<file path="src/rtl/data_transfer_sequencer.sv">
// -----------------------------------------------------------------------------
// data_transfer_sequencer
//
// Multi-cycle sequencer for the data-transfer instructions PUSH, PUSH_I,
// PUSH_T and POP. It takes a decoded opcode plus operand from the control
// unit and drives the RAM read/write strobes and the stack push/pop strobes
// in the right order. Completion or an error code goes back to the control
// unit through a start/busy/done handshake.
//
// Ports
//   clk        : single clock, all state changes on the rising edge
//   reset      : synchronous, active-high
//   start      : request, sampled only while busy is low
//   opcode     : 0=PUSH, 1=PUSH_I, 2=PUSH_T, 3=POP, anything else illegal
//   operand    : RAM address (PUSH/POP) or immediate value (PUSH_I)
//   temp1      : temp register value used by PUSH_T
//   busy       : high from the cycle after an accepted start through done
//   done       : one-cycle completion pulse
//   err        : 00 ok, 01 overflow, 10 underflow, 11 illegal opcode;
//                held until the next accepted start
//   ram_addr   : RAM address
//   ram_rd_en  : RAM read strobe (read data arrives one cycle later)
//   ram_q      : RAM read data
//   ram_wr_en  : RAM write strobe
//   ram_d      : RAM write data
//   stk_push   : stack push strobe
//   stk_pop    : stack pop strobe
//   stk_din    : stack push data
//   stk_tos    : current top of stack
//   stk_full   : stack full status
//   stk_empty  : stack empty status
// -----------------------------------------------------------------------------
module data_transfer_sequencer #(
  parameter int DATA_W = 8,
  parameter int ADDR_W = 8,
  parameter int OPC_W  = 5
) (
  input  logic              clk,
  input  logic              reset,
  input  logic              start,
  input  logic [OPC_W-1:0]  opcode,
  input  logic [ADDR_W-1:0] operand,
  input  logic [DATA_W-1:0] temp1,
  output logic              busy,
  output logic              done,
  output logic [1:0]        err,
  output logic [ADDR_W-1:0] ram_addr,
  output logic              ram_rd_en,
  input  logic [DATA_W-1:0] ram_q,
  output logic              ram_wr_en,
  output logic [DATA_W-1:0] ram_d,
  output logic              stk_push,
  output logic              stk_pop,
  output logic [DATA_W-1:0] stk_din,
  input  logic [DATA_W-1:0] stk_tos,
  input  logic              stk_full,
  input  logic              stk_empty
);

  localparam logic [OPC_W-1:0] OP_PUSH   = OPC_W'(0);
  localparam logic [OPC_W-1:0] OP_PUSH_I = OPC_W'(1);
  localparam logic [OPC_W-1:0] OP_PUSH_T = OPC_W'(2);
  localparam logic [OPC_W-1:0] OP_POP    = OPC_W'(3);

  localparam logic [1:0] ERR_OK        = 2'b00;
  localparam logic [1:0] ERR_OVERFLOW  = 2'b01;
  localparam logic [1:0] ERR_UNDERFLOW = 2'b10;
  localparam logic [1:0] ERR_ILLEGAL   = 2'b11;

  typedef enum logic [3:0] {
    IDLE,
    DECODE,
    RAM_RD,
    RAM_WAIT,
    STK_PUSH,
    STK_POP,
    RAM_WR,
    DONE,
    ERR
  } state_t;

  state_t state;
  state_t next_state;

  logic [OPC_W-1:0]  opc_q;
  logic [ADDR_W-1:0] operand_q;
  logic [DATA_W-1:0] temp_q;
  logic [DATA_W-1:0] data_q;
  logic [DATA_W-1:0] data_nxt;
  logic [1:0]        err_code;
  logic              accept;

  logic              busy_nxt;
  logic              done_nxt;
  logic              ram_rd_en_nxt;
  logic              ram_wr_en_nxt;
  logic              stk_push_nxt;
  logic              stk_pop_nxt;
  logic [ADDR_W-1:0] ram_addr_nxt;
  logic [1:0]        err_nxt;

  // A request is only taken while the sequencer sits in IDLE (busy low).
  assign accept = (state == IDLE) && start;

  // Both data outputs come straight from the data register, so they only
  // move on the capture edges and stay put while their strobe is high.
  assign stk_din = data_q;
  assign ram_d   = data_q;

  // State register. Reset wins over everything, including a start.
  always_ff @(posedge clk) begin
    if (reset) begin
      state <= IDLE;
    end else begin
      state <= next_state;
    end
  end

  // Next-state logic. Stack status is looked at only in DECODE, which is
  // also where the error code for a rejected request is chosen.
  always_comb begin
    next_state = state;
    err_code   = ERR_OK;
    unique case (state)
      IDLE: begin
        if (start) next_state = DECODE;
      end
      DECODE: begin
        if (opc_q == OP_PUSH || opc_q == OP_PUSH_I || opc_q == OP_PUSH_T) begin
          if (stk_full) begin
            next_state = ERR;
            err_code   = ERR_OVERFLOW;
          end else if (opc_q == OP_PUSH) begin
            next_state = RAM_RD;
          end else begin
            next_state = STK_PUSH;
          end
        end else if (opc_q == OP_POP) begin
          if (stk_empty) begin
            next_state = ERR;
            err_code   = ERR_UNDERFLOW;
          end else begin
            next_state = STK_POP;
          end
        end else begin
          next_state = ERR;
          err_code   = ERR_ILLEGAL;
        end
      end
      RAM_RD:   next_state = RAM_WAIT;
      RAM_WAIT: next_state = STK_PUSH;
      STK_PUSH: next_state = DONE;
      STK_POP:  next_state = RAM_WR;
      RAM_WR:   next_state = DONE;
      DONE:     next_state = IDLE;
      ERR:      next_state = IDLE;
      default:  next_state = IDLE;
    endcase
  end

  // Output logic. Every strobe and status output is computed from the state
  // being entered and then registered, so each one comes out of a flop and
  // cannot glitch. Only one of the strobe states can be entered at a time,
  // which keeps the strobes mutually exclusive.
  always_comb begin
    busy_nxt      = (next_state != IDLE);
    done_nxt      = (next_state == DONE) || (next_state == ERR);
    ram_rd_en_nxt = (next_state == RAM_RD);
    ram_wr_en_nxt = (next_state == RAM_WR);
    stk_push_nxt  = (next_state == STK_PUSH);
    stk_pop_nxt   = (next_state == STK_POP);

    ram_addr_nxt = ram_addr;
    if (next_state == RAM_RD || next_state == RAM_WR) ram_addr_nxt = operand_q;

    err_nxt = err;
    if (accept)             err_nxt = ERR_OK;
    if (next_state == DONE) err_nxt = ERR_OK;
    if (next_state == ERR)  err_nxt = err_code;

    data_nxt = data_q;
    unique case (state)
      DECODE: begin
        if (opc_q == OP_PUSH_I)      data_nxt = DATA_W'(operand_q);
        else if (opc_q == OP_PUSH_T) data_nxt = temp_q;
      end
      RAM_WAIT: data_nxt = ram_q;
      STK_POP:  data_nxt = stk_tos;
      default:  data_nxt = data_q;
    endcase
  end

  // Registered handshake, strobe and address outputs.
  always_ff @(posedge clk) begin
    if (reset) begin
      busy      <= 1'b0;
      done      <= 1'b0;
      ram_rd_en <= 1'b0;
      ram_wr_en <= 1'b0;
      stk_push  <= 1'b0;
      stk_pop   <= 1'b0;
      ram_addr  <= '0;
      err       <= ERR_OK;
    end else begin
      busy      <= busy_nxt;
      done      <= done_nxt;
      ram_rd_en <= ram_rd_en_nxt;
      ram_wr_en <= ram_wr_en_nxt;
      stk_push  <= stk_push_nxt;
      stk_pop   <= stk_pop_nxt;
      ram_addr  <= ram_addr_nxt;
      err       <= err_nxt;
    end
  end

  // Request latches and the data register. The request fields are captured
  // once on accept so later changes on the inputs cannot disturb an
  // operation in flight.
  always_ff @(posedge clk) begin
    if (reset) begin
      opc_q     <= '0;
      operand_q <= '0;
      temp_q    <= '0;
      data_q    <= '0;
    end else begin
      if (accept) begin
        opc_q     <= opcode;
        operand_q <= operand;
        temp_q    <= temp1;
      end
      data_q <= data_nxt;
    end
  end

endmodule

</file>
<file path="config.mk">
export PLATFORM = sky130hd
export DESIGN_NAME = data_transfer_sequencer
export DESIGN_NICKNAME = d
export VERILOG_FILES = /design/src/rtl/data_transfer_sequencer.sv
export SDC_FILE = /design/constraint.sdc
export NUM_CORES = 1
export LEC_CHECK = 0
export BUFFER_PORTS_ARGS = -buffer_cell sky130_fd_sc_hd__clkbuf_2
export CORE_MARGIN = 4
export CORE_UTILIZATION = 35
export CTS_CLUSTER_DIAMETER = 50
export DETAILED_ROUTE_END_ITERATION = 12
export GPL_TIMING_DRIVEN = 0
export MAX_ROUTING_LAYER = met4
export PLACE_DENSITY_LB_ADDON = 0.12
export SLEW_MARGIN = 20
export SYNTH_ARGS = -nofsm -noshare
export SYNTH_HDL_FRONTEND = slang
export SYNTH_SLANG_ARGS = --single-unit
</file>
<file path="constraint.sdc">
create_clock -name clk -period 2.5 [get_ports clk]
set_clock_uncertainty 0.05 [all_clocks]
set_input_delay 0.5 -clock clk [delete_from_list [all_inputs] [get_ports clk]]
set_output_delay 0.5 -clock clk [all_outputs]
set_load 0.02 [all_outputs]
</file>
-- Yosys cells after proc, flatten, opt, wreduce, memory -nomap -nowiden
Cells that the tools add are included.
- reduce and logical (&&, ||, !) cells: 12
- mux-type cells: 18
- equality and inequality tests: 16
- operators by type and width (cell ; count):
    equality test 4 x 3 -> 1 bit (second input constant) ; 7
    one-hot mux 4 bit (6 select lines) ; 1
    one-hot mux 8 bit (3 select lines) ; 1
    2-to-1 mux 4 bit ; 5
    2-to-1 mux 8 bit ; 2
    2-to-1 mux 2 bit ; 7
    equality test 4 x 2 -> 1 bit (second input constant) ; 3
    equality test 5 x 2 -> 1 bit (second input constant) ; 2
    nonzero test 3 bit ; 2
    equality test 5 x 1 -> 1 bit (second input constant) ; 1
    logical NOT 5 bit ; 1
    equality test 4 x 1 -> 1 bit (second input constant) ; 1
    equality test 4 bit (second input constant) ; 1
    logical NOT 4 bit ; 1
    logical OR 1 bit ; 4
    nonzero test 4 bit ; 1
    2-to-1 mux 3 bit ; 1
    inequality test 3 bit (second input constant) ; 1
    AND reduction 2 bit ; 1
    OR reduction 2 bit ; 1
    logical AND 1 bit ; 1
    2-to-1 mux 1 bit ; 1
- bits in registers: 49
- word-level logic and storage cells: 59

-- Logic depth before layout (Yosys ltp)
- depth in word-level cells: 8
- depth in mapped cells: 7
- gate-level depth less buffers: 4

-- Worst setup path before layout
OpenSTA, ideal clock, no wires.
- kind: reg-to-reg
- start point: reg state[1]
- end point: reg ram_addr[0]
- arrival time: 2117 ps
- setup time: 72 ps
- slack: 261 ps
- data required time: 2378 ps
- path buffers: 2
- cell stages (with the launch flop): 7
- cells stage by stage: dfxtp_1 -> buf_6 -> or4b_4 -> buf_6 -> or3_4 -> a211oi_4 -> mux2i_1
- cells in the longest elaborated chain, start to end: 5
- elaborated cells between the ends (all ways): 13
- ends and longest elaborated chain (item ; line ; text):
    from (decl) ; 82 ; state_t state;
    from (signal assigned) ; 115 ; state <= next_state;
    equality test 4 x 3 -> 1 bit ; 124 ; unique case (state)
    OR reduction 2 bit (no source line) ; - ;
    one-hot mux 4 bit (6 select lines) * ; 124 ;
    equality test 4 x 2 -> 1 bit or equality test 4 x 3 -> 1 bit (tied branches) ; 174 ; if (next_state == RAM_RD || next_state == RAM_WR) ram_addr_nxt = operand_q;
    logical OR 1 bit * ; 174 ;
    to (signal assigned) ; 211 ; ram_addr <= ram_addr_nxt;
    to (decl) ; 47 ; output logic [ADDR_W-1:0] ram_addr,
Every way passes the cells marked *; elsewhere a longest branch is shown, timed or not.
A chain may end at the register's enable or synchronous reset.

-- Final worst setup path
- start point: reg state[1]
- end point: reg data_q[6], in the netlist ram_d[6]
- cells in the longest elaborated chain, start to end: 3
- elaborated cells between the ends (all ways): 7
- ends and longest elaborated chain (item ; line ; text):
    equality test 4 x 1 -> 1 bit, or another cell as far along ; 182 ; unique case (state)
    inequality test 3 bit (no source line) or nonzero test 3 bit (tied branches) ; - ;
    AND reduction 2 bit (no source line) ; - ;
    to (signal assigned) ; 231 ; data_q <= data_nxt;
    to (decl) ; 88 ; logic [DATA_W-1:0] data_q;
Several ways; a longest one is shown, not always the timed one.

==> impl_summary.txt <==
----------------------------------------------------
[Timing]
  Total count of max-transition violations in the final report ... 0
  TNS Setup ... 0 ps
  Final period utilization ... 0.906
  Fin crit period ... 2270 ps
  Setup Viol. Count Final ... 0
  Max transition margin ... 0.605
  Final Hold Fails ... 0
  Transition time at the pin with the least slew margin ... 590 ps
  Setup repair after global routing missed its margin ... no
  Highest clock rate ... 441 MHz

[Job]
  Max Cap Viol ... 0

[Worst setup path]
  Critical Path AT ... 2410 ps
  Slowest cell delay on critical path ... 530 ps
  Setup Crit Path Kind ... reg2reg
  Buf/Inv on CP ... 3
  Critical Path Sink Type ... flip-flop
  Standard cell with the maximum stage delay on the critical path ... sky130_fd_sc_hd__or4b_4
  Family with the most delay on the worst path ... compound AO/OA/AOI/OAI gates
  Required time of the worst setup path ... 2650 ps
  Critical path cell sequence ... buf_6 > or4b_4 > buf_6 > o32ai_4 > buf_2 > o21ai_0 > o221a_2
  Critical Path Source Type ... flip-flop
  Crit path max fanout ... 10
  Crit path top cell by count ... sky130_fd_sc_hd__buf_6

[Route]
  Antenna Violating Nets Remaining ... 0
  Routed length per placed instance ... 13.9 um
  Detailed-route wire length ... 5960 um
  Mean number of vias per cell ... 4.89
  Via count ... 2,097
  DRC ... 0
  1st-iter DRT viols ... 94
  First-pass iteration count of the detailed router ... 5

[Clock network]
  Max H-tree Level ... 2
  TritonCTS clock tree ... built
  Clock-pin transition on the worst setup and hold timing paths ... 90 ps
  Clock Tree Root ... sky130_fd_sc_hd__clkbuf_8
  Buffer levels on the longest clock path ... 2
  Clock insertion delay at the later pin of the skew report ... 300 ps
  Total CTS buffers ... 5
  Quantity of hold-fixing buffers added after cts ... 0
  Number of clock sinks ... 49

[Power and ir drop]
  Share of power burned in the clock network ... 0.229
  Sequential Power Share ... 0.454
  Static leakage ... 0.00115 uW
  Power per standard cell area ... 710 nW/um2
  Peak supply drop ... 0.000248 V
  Fraction of power spent switching nets ... 0.345
  Switching power total ... 689 uW
  Share of total power in combinational logic ... 0.316
  Internal power summed over all cells ... 1300 uW

[Cells and area]
  Layout overhead on the synthesized area ... 25.6%
  Utilization of the core after routing ... 0.463
  Top library cells by usage in the layout, fill and taps aside ... sky130_fd_sc_hd__clkbuf_2 (74), sky130_fd_sc_hd__nand2_1 (62), sky130_fd_sc_hd__dfxtp_1 (49), sky130_fd_sc_hd__a21oi_1 (35)
  Leading cell type in the layout, fill and taps excluded ... sky130_fd_sc_hd__clkbuf_2
  Total area of multi-input combinational cells ... 1100 um2
  Filler cell count ... 632
  Number of standard cells in the final layout excluding fillers ... 429
  Area taken by flip-flops and latches ... 981 um2
  Total Nets Final ... 395
  Fraction of layout instances using a drive strength above 1 ... 0.302
  N_diodes ... 0

[Place]
  GP Congestion ... 0.814
  Number of placed instances with taps included ... 420
  Post-detailed-placement half-perimeter wirelength ... 4510 um
  PortBufs ... 73

[Logic synthesis]
  Total of flip-flops plus latches after synthesis ... 49
  Number of distinct library cells after synthesis ... 39
  Top cells by area, synth ... sky130_fd_sc_hd__dfxtp_1 (44%), sky130_fd_sc_hd__nand2_1 (10%), sky130_fd_sc_hd__a21oi_1 (7.8%)
  Netlist area before placement ... 2230 um2
  Share of synthesized area occupied by flip-flops and latches ... 0.439
  Library cell occupying the most area in the post-synthesis netlist ... sky130_fd_sc_hd__dfxtp_1
  Number of standard cells after synthesis ... 272
  Average size of a mapped cell ... 8.22 um2
  Share of the synthesized area in the top cell type ... 0.439
  Net count of the mapped netlist ... 314
  Total number of yosys warnings ... 0

[Min path]
  Type of the worst min-delay path ... in2reg

[Status]
  Run status ... finished, final reports clean

[Floorplan]
  Die boundary width ... 87.9 um
  Die ar. ... 7730 um2
  Row count ... 28
  Die span in y ... 87.9 um
  Standard cell core area ... 6060 um2
  Initial Util ... 0.369
  Count of pins on the block boundary ... 74

[Global routing]
  Residual overflow from global routing ... 0
  Vias in the first global route ... 1,921
  Initial antenna violation count ... 0
  First-pass GRT wire length ... 9470 um
  Pin count of the biggest net entering global routing ... 15
  Global-route usage over all layers ... 0.161

----------------------------------------------------
[power groups by stage]
stage          clock (uW)  sequential (uW)  combinational [uW]
2_1_floorplan           0              955                 393
3_3_place_gp            0              923                 604
3_5_place_dp            0              925                 608
4_1_cts               478              907                 610
5_1_grt               503              917                 699
6_report              457              906                 631
[worst paths after layout]
path / from / depth (start not counted) / slack, ps / to
min: opcode[2] / 3 / 360 / opc_q[2]
max: state[1] / 7 / 230 / ram_d[6]
min reg2reg: temp_q[2] / 2 / 410 / temp_q[2]
max reg2reg: state[1] / 7 / 230 / ram_d[6]
[final cells by class]
class | instances | share of cell area
Multi-Input combinational cell | 192 | 0.392
Sequential cell | 49 | 0.349
Timing Repair Buffer | 74 | 0.137
Buffer | 29 | 0.0561
Tap cell | 75 | 0.0334
Clock buffer | 6 | 0.0258
Clock inverter | 2 | 0.00357
Inverter | 2 | 0.00267
[through the flow]
stage / hold slack [ps] / power, uW / instance area [um2] / setup slack [ps]
6_report: 360 / 1990 / 2810 / 235
5_1_grt: 352 / 2120 / 2810 / 89.1
2_1_floorplan: 383 / 1350 / 2230 / 261
3_3_place_gp: 390 / 1530 / 2690 / 89.0
3_5_place_dp: 396 / 1530 / 2690 / 76.8
4_1_cts: 351 / 1990 / 2780 / 36.1
[per-layer routing]
layer / global-route usage / routed length (um) / vias to the layer above / part of all wire
li1: - / - / 1102 / -
met5: - / 0 / - / 0
met4: 0.0460 / 64 / 0 / 0.011
met2: 0.232 / 2480 / 64 / 0.42
met3: 0.0357 / 401 / 7 / 0.067
met1: 0.226 / 3010 / 924 / 0.51
[cells in the mapped netlist (all sizes together)]
cell	instances
nand3	9
clkbuf	17
and3	1
o221a	8
or4	1
o32ai	2
nor2	8
mux2i	8
dfxtp	49
a21bo	1
o211ai	1
buf	12
a21oi	35
nor3b	2
and2	1
nand3b	1
a31oi	1
o31a	1
o21ai	17
nor3	4
a21o	3
o21bai	1
a211oi	2
or4b	1
xnor2	2
nand2	62
a22oi	9
nand2b	3
inv	1
clkinv	1
nor4	2
or3	2
nor2b	4
[logic make-up after synthesis]
family,count (synthesis),synth area share
simple gates,101,0.205
compound gates,81,0.239
xor+xnor,2,0.00784
buf+inv,31,0.0739
mux,8,0.0358
flops,49,0.439
[timing repair]
| action | in CTS | in global routing |
|---|---|---|
| setup endpoints to repair | 0 | 9 |
| setup buffers | 0 | 1 |
| hold endpoints to repair | 0 | 0 |
| gates resized for setup | 0 | 1 |
[flip-flops by register name, indices dropped and copies added, names as in the netlist]
register,count
operand_q,8
opc_q,5
done,1
temp_q,8
ram_d,8
err,2
stk_push,1
busy,1
stk_pop,1
state,4
ram_rd_en,1
ram_addr,8
ram_wr_en,1
[tightest hold or removal path, stage by stage]
cell                       delay [ps]
sky130_fd_sc_hd__clkbuf_2          80
sky130_fd_sc_hd__nand2_1           40
sky130_fd_sc_hd__a21oi_1           50
No activity file was read; power rests on OpenSTA's default activity.
